File: src/rtl/frame_seq_ctrl.sv
// Frame sequencer: streams pixel_count pixels from a source RAM through an
// external combinational filter into a destination RAM, four cycles per pixel.
module frame_seq_ctrl #(
  parameter int ADDR_BITS = 13,
  parameter int PIX_W     = 24,
  parameter int RET_W     = 8
) (
  input  logic                 clk,
  input  logic                 reset,
  input  logic                 start,
  input  logic                 abort,
  input  logic [ADDR_BITS:0]   pixel_count,
  output logic [ADDR_BITS-1:0] src_addr,
  input  logic [PIX_W-1:0]     src_do,
  output logic [PIX_W-1:0]     filt_pixel,
  input  logic [RET_W-1:0]     filt_ret,
  output logic [ADDR_BITS-1:0] dst_addr,
  output logic [PIX_W-1:0]     dst_di,
  output logic                 dst_we,
  output logic                 busy,
  output logic                 done,
  output logic [ADDR_BITS:0]   progress
);

  typedef enum logic [2:0] {
    S_IDLE  = 3'd0,
    S_READ  = 3'd1,
    S_APPLY = 3'd2,
    S_WRITE = 3'd3,
    S_NEXT  = 3'd4,
    S_DONE  = 3'd5
  } state_t;

  state_t                 state_r;
  state_t                 state_nxt_s;
  logic [ADDR_BITS-1:0]   addr_r;
  logic [ADDR_BITS:0]     count_r;
  logic [ADDR_BITS:0]     progress_r;
  logic [PIX_W-1:0]       pix_r;
  logic                   accept_s;
  logic                   last_s;

  // start is only honoured in IDLE and loses to a simultaneous abort
  assign accept_s = (state_r == S_IDLE) && start && !abort;

  // count is one bit wider than addr so a full-range pass ends at the top address
  assign last_s = ({1'b0, addr_r} == (count_r - {{ADDR_BITS{1'b0}}, 1'b1}));

  // State register
  always_ff @(posedge clk or negedge reset) begin
    if (!reset) begin
      state_r <= S_IDLE;
    end else begin
      state_r <= state_nxt_s;
    end
  end

  // Next-state decode; abort overrides every transition out of a busy state
  always_comb begin
    state_nxt_s = state_r;
    if (abort && (state_r != S_IDLE)) begin
      state_nxt_s = S_IDLE;
    end else begin
      case (state_r)
        S_IDLE: begin
          if (accept_s) begin
            if (pixel_count != {(ADDR_BITS+1){1'b0}}) begin
              state_nxt_s = S_READ;
            end else begin
              state_nxt_s = S_DONE;
            end
          end else begin
            state_nxt_s = S_IDLE;
          end
        end
        S_READ:  state_nxt_s = S_APPLY;
        S_APPLY: state_nxt_s = S_WRITE;
        S_WRITE: state_nxt_s = S_NEXT;
        S_NEXT: begin
          if (last_s) begin
            state_nxt_s = S_DONE;
          end else begin
            state_nxt_s = S_READ;
          end
        end
        S_DONE:  state_nxt_s = S_IDLE;
        default: state_nxt_s = S_IDLE;
      endcase
    end
  end

  // Datapath registers: latched count, pixel address, captured pixel, progress
  always_ff @(posedge clk or negedge reset) begin
    if (!reset) begin
      addr_r     <= {ADDR_BITS{1'b0}};
      count_r    <= {(ADDR_BITS+1){1'b0}};
      progress_r <= {(ADDR_BITS+1){1'b0}};
      pix_r      <= {PIX_W{1'b0}};
    end else begin
      case (state_r)
        S_IDLE: begin
          if (accept_s) begin
            count_r    <= pixel_count;
            addr_r     <= {ADDR_BITS{1'b0}};
            progress_r <= {(ADDR_BITS+1){1'b0}};
          end
        end
        S_APPLY: begin
          if (!abort) begin
            pix_r <= src_do;
          end
        end
        S_NEXT: begin
          if (!abort) begin
            progress_r <= progress_r + {{ADDR_BITS{1'b0}}, 1'b1};
            if (!last_s) begin
              addr_r <= addr_r + {{(ADDR_BITS-1){1'b0}}, 1'b1};
            end
          end
        end
        default: begin
        end
      endcase
    end
  end

  // Output decode from registered state; only the write strobe sees abort directly
  always_comb begin
    src_addr   = addr_r;
    dst_addr   = addr_r;
    filt_pixel = pix_r;
    dst_di     = {3{filt_ret}};
    progress   = progress_r;
    busy       = (state_r != S_IDLE);
    done       = (state_r == S_DONE);
    if ((state_r == S_WRITE) && !abort) begin
      dst_we = 1'b1;
    end else begin
      dst_we = 1'b0;
    end
  end

endmodule

File: config.mk
export PLATFORM = sky130hd
export DESIGN_NAME = frame_seq_ctrl
export DESIGN_NICKNAME = d
export VERILOG_FILES = /design/src/rtl/frame_seq_ctrl.sv
export SDC_FILE = /design/constraint.sdc
export NUM_CORES = 1
export LEC_CHECK = 0
export BUFFER_PORTS_ARGS = -buffer_cell sky130_fd_sc_hd__buf_2
export CAP_MARGIN = 10
export CORE_ASPECT_RATIO = 1.1
export CORE_MARGIN = 1
export CORE_UTILIZATION = 40
export DETAILED_ROUTE_END_ITERATION = 8
export GPL_TIMING_DRIVEN = 0
export PLACE_DENSITY_LB_ADDON = 0.05
export SLEW_MARGIN = 20
export SYNTH_ARGS = -nofsm -noshare
export SYNTH_HDL_FRONTEND = slang
export SYNTH_SLANG_ARGS = --single-unit
export TNS_END_PERCENT = 10
File: constraint.sdc
create_clock -name clk -period 4.85 [get_ports clk]
set_clock_uncertainty 0.15 [all_clocks]
set_input_delay 0.485 -clock clk [delete_from_list [all_inputs] [get_ports clk]]
set_output_delay 0.485 -clock clk [all_outputs]
set_load 0.03 [all_outputs]
### Yosys cells after proc, flatten, opt, wreduce, memory -nomap -nowiden

Index checks and enable logic that the tools add are counted.

* add/sub/neg operators: 3
* equality and inequality tests: 9
* multiplexer cells: 13
* bitwise operators: 1
* reductions and logical operators: 13

Operators by type and width (count)
* 13-bit 2-to-1 mux: 3
* 14-bit 2-to-1 mux: 2
* 14-bit case mux with 2 select lines: 1
* 13-bit case mux with 2 select lines: 1
* 3-bit case mux with 5 select lines: 1
* 14-bit by 1-bit adder with 14-bit output (second input constant): 1
* 13-bit by 14-bit equality test with 1-bit output: 1
* 14-bit nonzero test: 1
* 14-bit by 1-bit subtractor with 14-bit output (second input constant): 1
* 13-bit by 1-bit adder with 13-bit output (second input constant): 1
* 3-bit 2-to-1 mux: 4
* 3-bit by 2-bit equality test with 1-bit output (second input constant): 2
* 3-bit equality test (second input constant): 2
* 2-bit inequality test (second input constant): 3
* 1-bit logical AND: 4
* 2-bit AND reduction: 2
* 4-bit AND reduction: 1
* 3-bit by 1-bit equality test with 1-bit output (second input constant): 1
* 3-bit zero test: 1
* 3-bit AND reduction: 1
* 3-bit nonzero test: 1
* 2-bit nonzero test: 1
* 1-bit zero test: 1
* 1-bit 2-to-1 mux: 1
* 1-bit NOT: 1

* flip-flop bits (word level): 68
* output and inout port bits: 91
* logic and storage cells: 44

### Logic depth before layout (Yosys ltp)

* word-level depth: 6
* depth in mapped cells: 12
* depth with buffers taken out: 10

### Worst setup path before layout

OpenSTA, ideal clock, no wires.

* path type: register to register
* from: register count_r[0]
* to: register addr_r[11], in the netlist dst_addr[11]
* arrival time: 2.256 ns
* data required time: 4.622 ns
* setup slack: 2.366 ns
* cell stages (with the launch flop): 13
* buffers on the path: 2
* clock period less this slack: 2.484 ns
* path through: dfrtp_1 -> inv_1 -> ha_1 -> o21bai_1 -> a211oi_1 -> a311oi_1 -> o32ai_1 -> nand3_1 -> nor2_2 -> buf_6 -> buf_4 -> o31ai_1 -> a21oi_1

* cells in the longest elaborated chain, start to end: 4

Ends and longest elaborated chain
* from (decl): line 37 `logic [ADDR_BITS:0] count_r;`
* from (signal assigned): line 96 `count_r <= {(ADDR_BITS+1){1'b0}};`
* from (signal assigned): line 103 `count_r <= pixel_count;`
* 14-bit by 1-bit subtractor with 14-bit output: line 47 `assign last_s = ({1'b0, addr_r} == (count_r - {{ADDR_BITS{1'b0}}, 1'b1}));`
* 13-bit by 14-bit equality test with 1-bit output: line 47
* 2-bit inequality test (no line)
* 4-bit AND reduction (no line)
* to (signal assigned): line 95 `addr_r <= {ADDR_BITS{1'b0}};`
* to (signal assigned): line 104 `addr_r <= {ADDR_BITS{1'b0}};`
* to (signal assigned): line 117 `addr_r <= addr_r + {{(ADDR_BITS-1){1'b0}}, 1'b1};`
* to (decl): line 36 `logic [ADDR_BITS-1:0] addr_r;`

No other way between the ends.
A chain may end at the register's enable or synchronous reset.

### Final worst setup path

* from: register count_r[0]
* to: register addr_r[6], in the netlist dst_addr[6]

Same word-level chain as after synthesis.

==> reports/qor.csv <==
metric;value;unit
synth_edf_count;0;
post-route-min-period;2.949;ns
drv_slew;0;
root_buffer;clkbuf_8;
fin_crit_sh;60.80;%
ys_ff_latch;68;
io_pins;141;
fin_total_pwr;2.111;mW
path_class;reg -> reg;
numClockSinks;68;
vias;3280;
ir_drop;325.1;µV
dp_hpwl;6806;µm
drt-initial-drc-count;109;
final_hold_viol_count;0;
hp-start;pixel_count[4];
ys_warn_count;0;
slew_headroom;30.13;%
maxCapViolCount;0;
rsz0062_at_grt;no;
r2r_setup_slack;1.90;ns
htreeDepth;3;
cts_buffers;9;
crit_arrival;3.07;ns
wl_per_cell;13.89;µm
endpoint_kind;flip-flop;
syn2layout_area_growth;29.13;%
port_buffers;131;
die_y;103.4;µm
cellPowerDensity;437.4;nW/µm²
viasPerCell;5.023;
crit_required;4.97;ns
start_util;41.69;%
clock_latency;0.35;ns
status;finished clean;
drc;0;
most-common-layout-cells;buf_2, dfrtp_1, nand2_1;
mostFrequentLayoutCell;buf_2;
nets;587;
grt_overflow;0;
syn_inst;390;
antenna_found_initial;0;
cts.path.max_buffers;2;
min_to;count_r[4];
coreArea;8964;µm²
grtUsageTotal;19.43;%
hp-class;in -> reg;
rows;36;
critical_path.max_fanout;10;
gp_congestion;0.7777;
ys_async_sr_fraction;100.0;%
dpl_cell_area;4558;µm²
tritoncts;done;
totalWireLength;9071;µm
path_clk_slew;0.08;ns
postRouteAntennaNets;0;
fmax;339.1;MHz
rr_worst_depth;12;
synth_flop_cell;dfrtp_1;
dr.pass1.iters;4;
die_area;9734;µm²
grt_pass1_wl;14370;µm
min_path_cells;3;
regToRegStartpoint;count_r[0];
fin_area;4826;µm²
cp-startpoint;count_r[0];
die_w;94.16;µm
yosysUniqueCellTypes;51;
hold-worst-slack;0.1934;ns
avgSynthCellArea;9.583;µm²
syn_nets;443;
final_layout_size_suffix_gt1_share;40.45;%
p_leak;2.429;nW
worst_pin_slew;1.034;ns
netlist_area;3737;µm²
r2r-end;dst_addr[6];
setup_violations;0;
setup_tns;0;ns
grt_pass1_vias;3014;
grt_max_degree;38;
yosysSeqAreaShare;45.53;%
num_antenna_cells;0;
startpoint_type;flip-flop;
==> logic make-up (layout without fill, tap and decap cells) <==
kind of cell | after synthesis | in the layout | synth area share (%)
xor+xnor | 27 | 27 | 6.327
flops | 68 | 68 | 45.53
simple gates | 156 | 156 | 20.99
fa+ha+maj | 3 | 3 | 1.004
compound gates | 52 | 52 | 8.604
buf+inv | 59 | 208 | 10.04
mux | 25 | 25 | 7.499
==> report_power, final <==
part           leakage [nW]  internal [mW]  switching, mW
registers             0.878          0.700         0.0921
clock network         0.126          0.372          0.227
logic                  1.42          0.270          0.449
==> registers in the layout (all words and copies together), names as in the netlist <==
signal,flops
state_r,3
progress,14
dst_addr,13
filt_pixel,24
count_r,14
==> worst max-delay path by stage <==
| stage | endpoint | cells past startpoint |
|---|---|---|
| floorplan | dst_addr[11] | 12 |
| global placement | dst_addr[6] | 12 |
| detailed placement | dst_addr[6] | 12 |
| CTS | dst_addr[6] | 12 |
| global route | dst_addr[7] | 12 |
| finish | dst_addr[6] | 12 |
==> synthesized netlist by cell type, types with 2 or more instances <==
master     n  area [µm²]
xnor2_1   11       96.34
o21ai_0   13       65.06
ha_1       3       37.54
nand4_1   14       87.58
a21oi_1   14       70.07
nand3b_1   3       22.52
o31ai_1    4       30.03
o22ai_1    2       12.51
nand3_1   10       50.05
mux2_2    24       270.3
o21ai_1    6       30.03
xor2_1    16       140.1
nand2_1   56       210.2
nor4b_1    2       17.52
and3_1     3       18.77
nor4_1     6       37.54
nor2_1    26       97.59
nor3_1     7       35.03
inv_1      4       15.01
or4_1      5       37.54
dfrtp_1   68        1702
buf_4     38       285.3
or3_1     13       81.33
clkbuf_1  12       45.04
buf_2      3       15.01
o21a_1     2       15.01
==> critical path, cell delays in order (launching register included) <==
cell and delay [ns]:
dfrtp_1 0.45, inv_1 0.09, ha_1 0.30, o21bai_1 0.20, a211oi_1 0.31, a311oi_1 0.09, o32ai_1 0.28, nand3_1 0.17
nor2_2 0.24, buf_6 0.17, buf_4 0.18, o21ai_1 0.08, a21oi_1 0.15
==> routing by layer <==
layer	track usage, %	up-vias	wire (µm)
li1	-	1614	-
met1	25.85	1526	4219
met2	31.27	130	4132
met3	4.167	10	612
met4	7.101	0	106
met5	0	-	0
==> per-stage QoR <==
stage               setup slack [ns]  util [%]  instances
floorplan                      2.366         -        390
global placement               1.936     50.60        635
detailed placement             1.903     50.85        636
CTS                            1.893     53.84        653
global route                   1.693     53.84        653
finish                         1.901     53.84        653
==> cell type report <==
| class | instances | area [µm²] |
|---|---|---|
| clock buffer | 11 | 151.4 |
| tap | 114 | 142.6 |
| sequential | 68 | 1702 |
| timing repair buffer | 133 | 688.2 |
| fill | 859 | 4138 |
| buffer | 55 | 360.3 |
| inverter | 4 | 15.01 |
| multi-input combinational | 263 | 1660 |
| clock inverter | 5 | 106.4 |
==> repair_timing <==
action	in CTS	in global routing
resized for setup	0	0
setup buffers	0	0
endpoints found under the setup margin	0	0
hold buffers	1	0
hold endpoints to repair	31	0
(Power assumes the default switching activity.)
